## config.mk

```make
export PLATFORM = sky130hd
export DESIGN_NAME = store_unit
export DESIGN_NICKNAME = d
export VERILOG_FILES = /design/src/rtl/utils_pkg.sv /design/src/rtl/store_align.sv /design/src/rtl/store_unit.sv
export SDC_FILE = /design/constraint.sdc
export NUM_CORES = 1
export LEC_CHECK = 0
export ABC_AREA = 1
export CORE_MARGIN = 2
export CORE_UTILIZATION = 45
export CTS_BUF_LIST = sky130_fd_sc_hd__clkbuf_4 sky130_fd_sc_hd__clkbuf_8 sky130_fd_sc_hd__clkbuf_16
export CTS_CLUSTER_SIZE = 40
export DETAILED_ROUTE_END_ITERATION = 16
export PLACE_DENSITY = 0.82
export SLEW_MARGIN = 20
export SYNTH_ARGS = -nofsm -noshare
export SYNTH_HDL_FRONTEND = slang
export SYNTH_SLANG_ARGS = --single-unit
export TNS_END_PERCENT = 30
```

## constraint.sdc

```tcl
create_clock -name clk -period 7.1 [get_ports clk]
set_input_delay 2.13 -clock clk [delete_from_list [all_inputs] [get_ports clk]]
set_output_delay 2.13 -clock clk [all_outputs]
set_load 0.01 [all_outputs]
```

## src/rtl/utils_pkg.sv

```systemverilog
// -----------------------------------------------------------------------------
// utils_pkg
// Shared types and small helpers for the load/store datapath.
//   mem_size_e  : access size encoding (BYTE, HALF, WORD, DOUBLE)
//   strb_t      : one enable bit per byte lane of a 64-bit beat
//   size_bytes  : access size -> number of bytes (1, 2, 4 or 8)
//   zext_data   : keep only the low bytes of an access, upper bits cleared
//   sext_data   : same, but replicate the sign bit of the access upward
// -----------------------------------------------------------------------------
package utils_pkg;

  typedef enum logic [1:0] {
    BYTE   = 2'd0,
    HALF   = 2'd1,
    WORD   = 2'd2,
    DOUBLE = 2'd3
  } mem_size_e;

  typedef logic [7:0] strb_t;

  localparam int unsigned BEAT_BYTES = 8;

  function automatic logic [3:0] size_bytes(input mem_size_e size);
    case (size)
      BYTE:    return 4'd1;
      HALF:    return 4'd2;
      WORD:    return 4'd4;
      default: return 4'd8;
    endcase
  endfunction

  function automatic logic [63:0] zext_data(input logic [63:0] data, input mem_size_e size);
    case (size)
      BYTE:    return {56'd0, data[7:0]};
      HALF:    return {48'd0, data[15:0]};
      WORD:    return {32'd0, data[31:0]};
      default: return data;
    endcase
  endfunction

  function automatic logic [63:0] sext_data(input logic [63:0] data, input mem_size_e size);
    case (size)
      BYTE:    return {{56{data[7]}}, data[7:0]};
      HALF:    return {{48{data[15]}}, data[15:0]};
      WORD:    return {{32{data[31]}}, data[31:0]};
      default: return data;
    endcase
  endfunction

endpackage

```

## src/rtl/store_align.sv

```systemverilog
// -----------------------------------------------------------------------------
// store_align
// Combinational lane alignment for a store. The data is trimmed to the access
// size and placed at its byte offset inside a 16-byte window (two beats); the
// strobe marks the same bytes.
//   i_off    : address bits [2:0] (byte offset inside the first beat)
//   i_data   : store data, LSB-justified
//   i_size   : access size
//   o_wdata  : 128-bit lane-aligned data, [63:0] first beat, [127:64] second
//   o_strb   : 16-bit byte enables matching o_wdata
//   o_cross  : access spills into the second beat (off + n > 8)
// -----------------------------------------------------------------------------
module store_align
  import utils_pkg::*;
(
  input  logic [2:0]   i_off,
  input  logic [63:0]  i_data,
  input  mem_size_e    i_size,
  output logic [127:0] o_wdata,
  output logic [15:0]  o_strb,
  output logic         o_cross
);

  logic [3:0]  w_nbytes;
  logic [4:0]  w_end;
  logic [63:0] w_masked;

  assign w_nbytes = size_bytes(i_size);
  // One past the last byte touched, measured from the first beat's lane 0.
  assign w_end    = {2'b00, i_off} + {1'b0, w_nbytes};
  assign w_masked = zext_data(i_data, i_size);

  assign o_wdata  = {64'd0, w_masked} << {i_off, 3'b000};
  assign o_cross  = (w_end > 5'd8);

  genvar gi;
  generate
    for (gi = 0; gi < 16; gi++) begin : g_strb
      assign o_strb[gi] = (5'(gi) >= {2'b00, i_off}) && (5'(gi) < w_end);
    end
  endgenerate

endmodule

```

## src/rtl/store_unit.sv

```systemverilog
// -----------------------------------------------------------------------------
// store_unit
// Turns a sized store request into one or two 8-byte-aligned write beats.
// Configuration macro: STORE_MISALIGNED_SPLIT_EN
//   defined   : a store crossing an 8-byte boundary is split into two beats
//   undefined : a crossing store is dropped; done and misaligned_err pulse
//               together and no beat is issued
// Ports:
//   clk, rst        : clock, synchronous active-high reset
//   req_valid/ready : request handshake (ready only while idle)
//   req_addr/data/size : byte address, LSB-justified data, size code
//   mem_valid/ready : write beat handshake
//   mem_addr/wdata/wstrb : aligned beat address, lane data, byte enables
//   done            : one-cycle completion pulse
//   misaligned_err  : one-cycle pulse with done for a dropped crossing store
// -----------------------------------------------------------------------------
module store_unit
  import utils_pkg::*;
#(
  parameter int DATA_WIDTH = 64,
  parameter int ADDR_WIDTH = 64
) (
  input  logic                  clk,
  input  logic                  rst,
  input  logic                  req_valid,
  output logic                  req_ready,
  input  logic [ADDR_WIDTH-1:0] req_addr,
  input  logic [DATA_WIDTH-1:0] req_data,
  input  logic [1:0]            req_size,
  output logic                  mem_valid,
  input  logic                  mem_ready,
  output logic [ADDR_WIDTH-1:0] mem_addr,
  output logic [DATA_WIDTH-1:0] mem_wdata,
  output strb_t                 mem_wstrb,
  output logic                  done,
  output logic                  misaligned_err
);

  typedef enum logic [1:0] {IDLE, BEAT0, BEAT1, DONE} state_e;

  state_e                r_state, w_state_next;
  logic                  r_mem_valid, w_mem_valid_next;
  logic [ADDR_WIDTH-1:0] r_mem_addr, w_mem_addr_next;
  logic [DATA_WIDTH-1:0] r_mem_wdata, w_mem_wdata_next;
  strb_t                 r_mem_wstrb, w_mem_wstrb_next;
  logic                  r_done, w_done_next;

  logic [127:0]          w_shift_data;
  logic [15:0]           w_shift_strb;
  logic                  w_cross;
  logic [ADDR_WIDTH-1:0] w_beat_addr;

  store_align u_align (
    .i_off   (req_addr[2:0]),
    .i_data  (req_data),
    .i_size  (mem_size_e'(req_size)),
    .o_wdata (w_shift_data),
    .o_strb  (w_shift_strb),
    .o_cross (w_cross)
  );

  assign w_beat_addr = {req_addr[ADDR_WIDTH-1:3], 3'b000};

`ifdef STORE_MISALIGNED_SPLIT_EN
  // Second-beat payload captured at acceptance so the request bus is free.
  logic [DATA_WIDTH-1:0] r_hi_wdata, w_hi_wdata_next;
  strb_t                 r_hi_wstrb, w_hi_wstrb_next;
  logic                  r_cross, w_cross_next;
`else
  logic r_err, w_err_next;
  // Upper half of the alignment window has no consumer without splitting.
  logic w_unused_hi;
  assign w_unused_hi = ^{w_shift_data[127:64], w_shift_strb[15:8]};
`endif

  always_comb begin
    w_state_next     = r_state;
    w_mem_valid_next = r_mem_valid;
    w_mem_addr_next  = r_mem_addr;
    w_mem_wdata_next = r_mem_wdata;
    w_mem_wstrb_next = r_mem_wstrb;
    w_done_next      = 1'b0;
`ifdef STORE_MISALIGNED_SPLIT_EN
    w_hi_wdata_next  = r_hi_wdata;
    w_hi_wstrb_next  = r_hi_wstrb;
    w_cross_next     = r_cross;
`else
    w_err_next       = 1'b0;
`endif
    case (r_state)
      IDLE: begin
        if (req_valid) begin
`ifndef STORE_MISALIGNED_SPLIT_EN
          if (w_cross) begin
            // Crossing store cannot be issued as one beat: report and drop.
            w_state_next = DONE;
            w_done_next  = 1'b1;
            w_err_next   = 1'b1;
          end else
`endif
          begin
            w_state_next     = BEAT0;
            w_mem_valid_next = 1'b1;
            w_mem_addr_next  = w_beat_addr;
            w_mem_wdata_next = w_shift_data[63:0];
            w_mem_wstrb_next = w_shift_strb[7:0];
`ifdef STORE_MISALIGNED_SPLIT_EN
            w_hi_wdata_next  = w_shift_data[127:64];
            w_hi_wstrb_next  = w_shift_strb[15:8];
            w_cross_next     = w_cross;
`endif
          end
        end
      end
      BEAT0: begin
        if (mem_ready) begin
`ifdef STORE_MISALIGNED_SPLIT_EN
          if (r_cross) begin
            // Address increment wraps naturally at the top of the space.
            w_state_next     = BEAT1;
            w_mem_addr_next  = r_mem_addr + ADDR_WIDTH'(8);
            w_mem_wdata_next = r_hi_wdata;
            w_mem_wstrb_next = r_hi_wstrb;
          end else
`endif
          begin
            w_state_next     = DONE;
            w_mem_valid_next = 1'b0;
            w_done_next      = 1'b1;
          end
        end
      end
      BEAT1: begin
`ifdef STORE_MISALIGNED_SPLIT_EN
        if (mem_ready) begin
          w_state_next     = DONE;
          w_mem_valid_next = 1'b0;
          w_done_next      = 1'b1;
        end
`else
        // Unreachable without splitting; recover to idle.
        w_state_next     = IDLE;
        w_mem_valid_next = 1'b0;
`endif
      end
      DONE: begin
        w_state_next = IDLE;
      end
      default: begin
        w_state_next     = IDLE;
        w_mem_valid_next = 1'b0;
      end
    endcase
  end

  always_ff @(posedge clk) begin
    if (rst) begin
      r_state     <= IDLE;
      r_mem_valid <= 1'b0;
      r_mem_addr  <= '0;
      r_mem_wdata <= '0;
      r_mem_wstrb <= '0;
      r_done      <= 1'b0;
`ifdef STORE_MISALIGNED_SPLIT_EN
      r_hi_wdata  <= '0;
      r_hi_wstrb  <= '0;
      r_cross     <= 1'b0;
`else
      r_err       <= 1'b0;
`endif
    end else begin
      r_state     <= w_state_next;
      r_mem_valid <= w_mem_valid_next;
      r_mem_addr  <= w_mem_addr_next;
      r_mem_wdata <= w_mem_wdata_next;
      r_mem_wstrb <= w_mem_wstrb_next;
      r_done      <= w_done_next;
`ifdef STORE_MISALIGNED_SPLIT_EN
      r_hi_wdata  <= w_hi_wdata_next;
      r_hi_wstrb  <= w_hi_wstrb_next;
      r_cross     <= w_cross_next;
`else
      r_err       <= w_err_next;
`endif
    end
  end

  assign req_ready = (r_state == IDLE);
  assign mem_valid = r_mem_valid;
  assign mem_addr  = r_mem_addr;
  assign mem_wdata = r_mem_wdata;
  assign mem_wstrb = r_mem_wstrb;
  assign done      = r_done;
`ifdef STORE_MISALIGNED_SPLIT_EN
  assign misaligned_err = 1'b0;
`else
  assign misaligned_err = r_err;
`endif

endmodule

```

==> results.sh <==
export IMPL_finalHoldViolCount=0
export IMPL_route_detailed_drc=0
export IMPL_die_height_um=131
export IMPL_synth_async_reset_ratio_pct=0
export IMPL_diodes=0
export IMPL_yosys_top_cells_count="nand2_1, nor2_1, dfxtp_1"
export IMPL_slowest_stage="fa_1"
export IMPL_fin_skew_ns=0.00556
export IMPL_worst_pin_slew_ns=0.914
export IMPL_synthFlopType="dfxtp_1"
export IMPL_cp_num_buf_inv=6
export IMPL_r2r_start="r_state[0]"
export IMPL_cts_repair_resized=0
export IMPL_crit_family="buffers and inverters"
export IMPL_path_max_fanout=92
export IMPL_synth_area_top_cells="dfxtp_1, nand2_1, nor2_1, o21ai_0, nand3_1"
export IMPL_rsz0062_at_grt="false"
export IMPL_synth_seq_cells=138
export IMPL_post_cts_buffers=0
export IMPL_ant_nets=0
export IMPL_clk_pin_slew_ns=0.06
export IMPL_worstSetupPathType="in -> reg"
export IMPL_cp_num_cells=14
export IMPL_nets=1524
export IMPL_cap_violations=0
export IMPL_tritoncts="yes"
export IMPL_finalMaxSlewViolations=0
export IMPL_die_area_sq_um=17000
export IMPL_layout_min_cycle_time_ns=5.16
export IMPL_clk_latency_ns=0.42
export IMPL_rows=46
export IMPL_worstRegToRegCells=8
export IMPL_synth_most_common_cell="nand2_1"
export IMPL_cp_end_kind="flip-flop"
export IMPL_min_path_type="reg -> reg"
export IMPL_cellLeakagePower_uw=0.00448
export IMPL_firstDrtPassIters=6
export IMPL_overflow=0
export IMPL_synth_top_cell_area_share_pct=38.4
export IMPL_grt_max_degree=113
export IMPL_numPortBuffers=270
export IMPL_grtUsageTotal_pct=27.5
export IMPL_grt_pass1_wl_um=36600
export IMPL_critPathMaxStageDelay_ns=0.60
export IMPL_outcome="completed"
export IMPL_wl_met2_um=11100
export IMPL_postSynthCellCount=1158
export IMPL_power_density_nw_per_um2=302
export IMPL_slew_headroom_pct=39.0
export IMPL_finalCritPeriodShare_pct=72.7
export IMPL_r2r_end="mem_wdata[9]"
export IMPL_cp_startpoint="req_addr[1]"
export IMPL_cp_arrival_ns=5.47
export IMPL_wl_met1_um=9980
export IMPL_setup_worst_path_end="mem_wdata[11]"
export IMPL_hold_buffers=0
export IMPL_gp_congestion=0.955
export IMPL_synth_edf_count=0
export IMPL_vias=8208
export IMPL_yosysSeqAreaShare_pct=38.4
export IMPL_yosysTopAreaCell="dfxtp_1"
export IMPL_initial_utilization_pct=45.7
export IMPL_htreeDepth=4
export IMPL_antenna_found_initial=0
export IMPL_die_w_um=131
export IMPL_core_region_area_sq_um=15800
export IMPL_cts_buffer_depth=2
export IMPL_ys_warnings_count=0
export IMPL_setup_violations=0
export IMPL_worst_ep_required_time_ns=7.41
export IMPL_cts_buffers_inserted=17
export IMPL_ff2ff_setup_slack_ns=4.81
export IMPL_top_layer_used="met4"
export IMPL_syn_mean_instance_area_sq_um=6.22
export IMPL_io_pins=274
export IMPL_grt_pass1_vias=7181
export IMPL_cts_sinks=138
export IMPL_synth_cell_type_count=28
export IMPL_setup_tns_ns=0
export IMPL_dr_wl_met3_um=2410
export IMPL_avgRoutedWirePerCell_um=15.2
export IMPL_syn_area_sq_um=7200
export IMPL_finalWirelength_um=24500
export IMPL_peakVddDrop_uv=205
export IMPL_dp_hpwl_um=17700
export IMPL_root_buffer="clkbuf_16"
export IMPL_drtIter0Drc=783
export IMPL_vias_per_cell=5.09
export IMPL_timing_fmax_mhz=194
export IMPL_syn2layout_area_growth_pct=45.3
export IMPL_drive_gt1_share_pct=4.44
export IMPL_start_kind="input pin"
export IMPL_path_cells="clkdlybuf4s50_1 -> buf_4 -> inv_2 -> fa_1 -> inv_1 -> nor2_1 -> nand2_1 -> inv_1 -> nand2_1 -> nand3_2 -> nand2_4 -> buf_12 -> o21ai_0 -> nor2_1"
export IMPL_total_power_uw=3160
-- metrics by stage --
step	utilization [%]	instance area (sq um)	cells	setup WS [ns]	hold slack (ns)
2_1_floorplan	-	7210	1160	2.74	0.462
3_3_place_gp	62.6	9870	1580	1.66	0.449
3_5_place_dp	62.6	9870	1580	1.59	0.454
4_1_cts	66.4	10500	1612	1.97	0.463
5_1_grt	66.4	10500	1612	1.68	0.478
6_report	66.4	10500	1612	1.94	0.461
-- cell type report --
| type | count | area (sq um) |
|---|---|---|
| clock buffer | 17 | 425 |
| clock inverter | 15 | 166 |
| fill | 1454 | 5310 |
| inverter | 75 | 282 |
| multi-input combinational | 870 | 3750 |
| sequential | 138 | 2760 |
| tap | 216 | 270 |
| timing repair buffer | 281 | 2810 |
-- worst min path at each step --
stage / slack, ns / from / endpoint / cells past startpoint
after floorplan: 0.46 / r_state[1] / r_state[1] / 2
after global placement: 0.45 / mem_wstrb[7] / mem_wstrb[7] / 1
after detailed placement: 0.45 / mem_wdata[7] / mem_wdata[7] / 2
after CTS: 0.46 / mem_wdata[7] / mem_wdata[7] / 2
after global routing: 0.48 / mem_wstrb[7] / mem_wstrb[7] / 1
final: 0.46 / mem_wdata[7] / mem_wdata[7] / 2
-- sequential cells by signal, indices dropped and copies added, names as in the netlist --
signal and count:
done 1, mem_addr 61, mem_valid 1, mem_wdata 64, mem_wstrb 8, misaligned_err 1
r_state 2
-- report_power, final --
part           total [uW]  switching [uW]  internal [uW]
combinational        1210             642            572
clock                 890             366            524
sequential           1060             100            961
total                3160            1110           2060
-- worst register-to-register path, stage by stage, from the launching register on --
cell and delay [ns]:
dfxtp_1 0.38, inv_1 0.06, ha_1 0.25, nand2_1 0.16, inv_1 0.13, nand2_4 0.66, buf_12 0.31, nand2_1 0.09
a21oi_1 0.16
-- cells in the final DEF (no fill, tap or decap), types with 3 or more instances in the layout --
| master | netlist | routed |
|---|---|---|
| a21oi_1 | 35 | 35 |
| inv_2 | 7 | 7 |
| nor2_1 | 283 | 283 |
| o211ai_1 | 17 | 17 |
| and2_0 | 4 | 4 |
| nor3_1 | 10 | 10 |
| o21ai_0 | 105 | 105 |
| ha_1 | 6 | 6 |
| dfxtp_1 | 138 | 138 |
| inv_1 | 68 | 68 |
| clkinv_4 | 0 | 3 |
| nand3_1 | 76 | 76 |
| clkinvlp_4 | 0 | 4 |
| clkbuf_16 | 0 | 17 |
| conb_1 | 1 | 3 |
| or2_2 | 5 | 5 |
| clkdlybuf4s50_1 | 0 | 269 |
| nand2_1 | 314 | 314 |
| buf_4 | 15 | 9 |
-- kinds of logic after synthesis --
| kind of cell | share of synthesized area, % |
|---|---|
| AND/OR/NAND/NOR | 38.8 |
| AO/OA/AOI/OAI | 11.8 |
| buffers and inverters | 9.64 |
| flip-flops | 38.4 |
| adder cells (fa/ha/maj) | 1.32 |
| other | 0.0521 |
-- metal layers --
layer,up-vias,track usage [%]
met4,0,12.8
met1,3627,35.1
li1,4075,-
met5,-,0
met3,76,7.70
met2,430,43.4
Power figures use the tool's default switching activity.
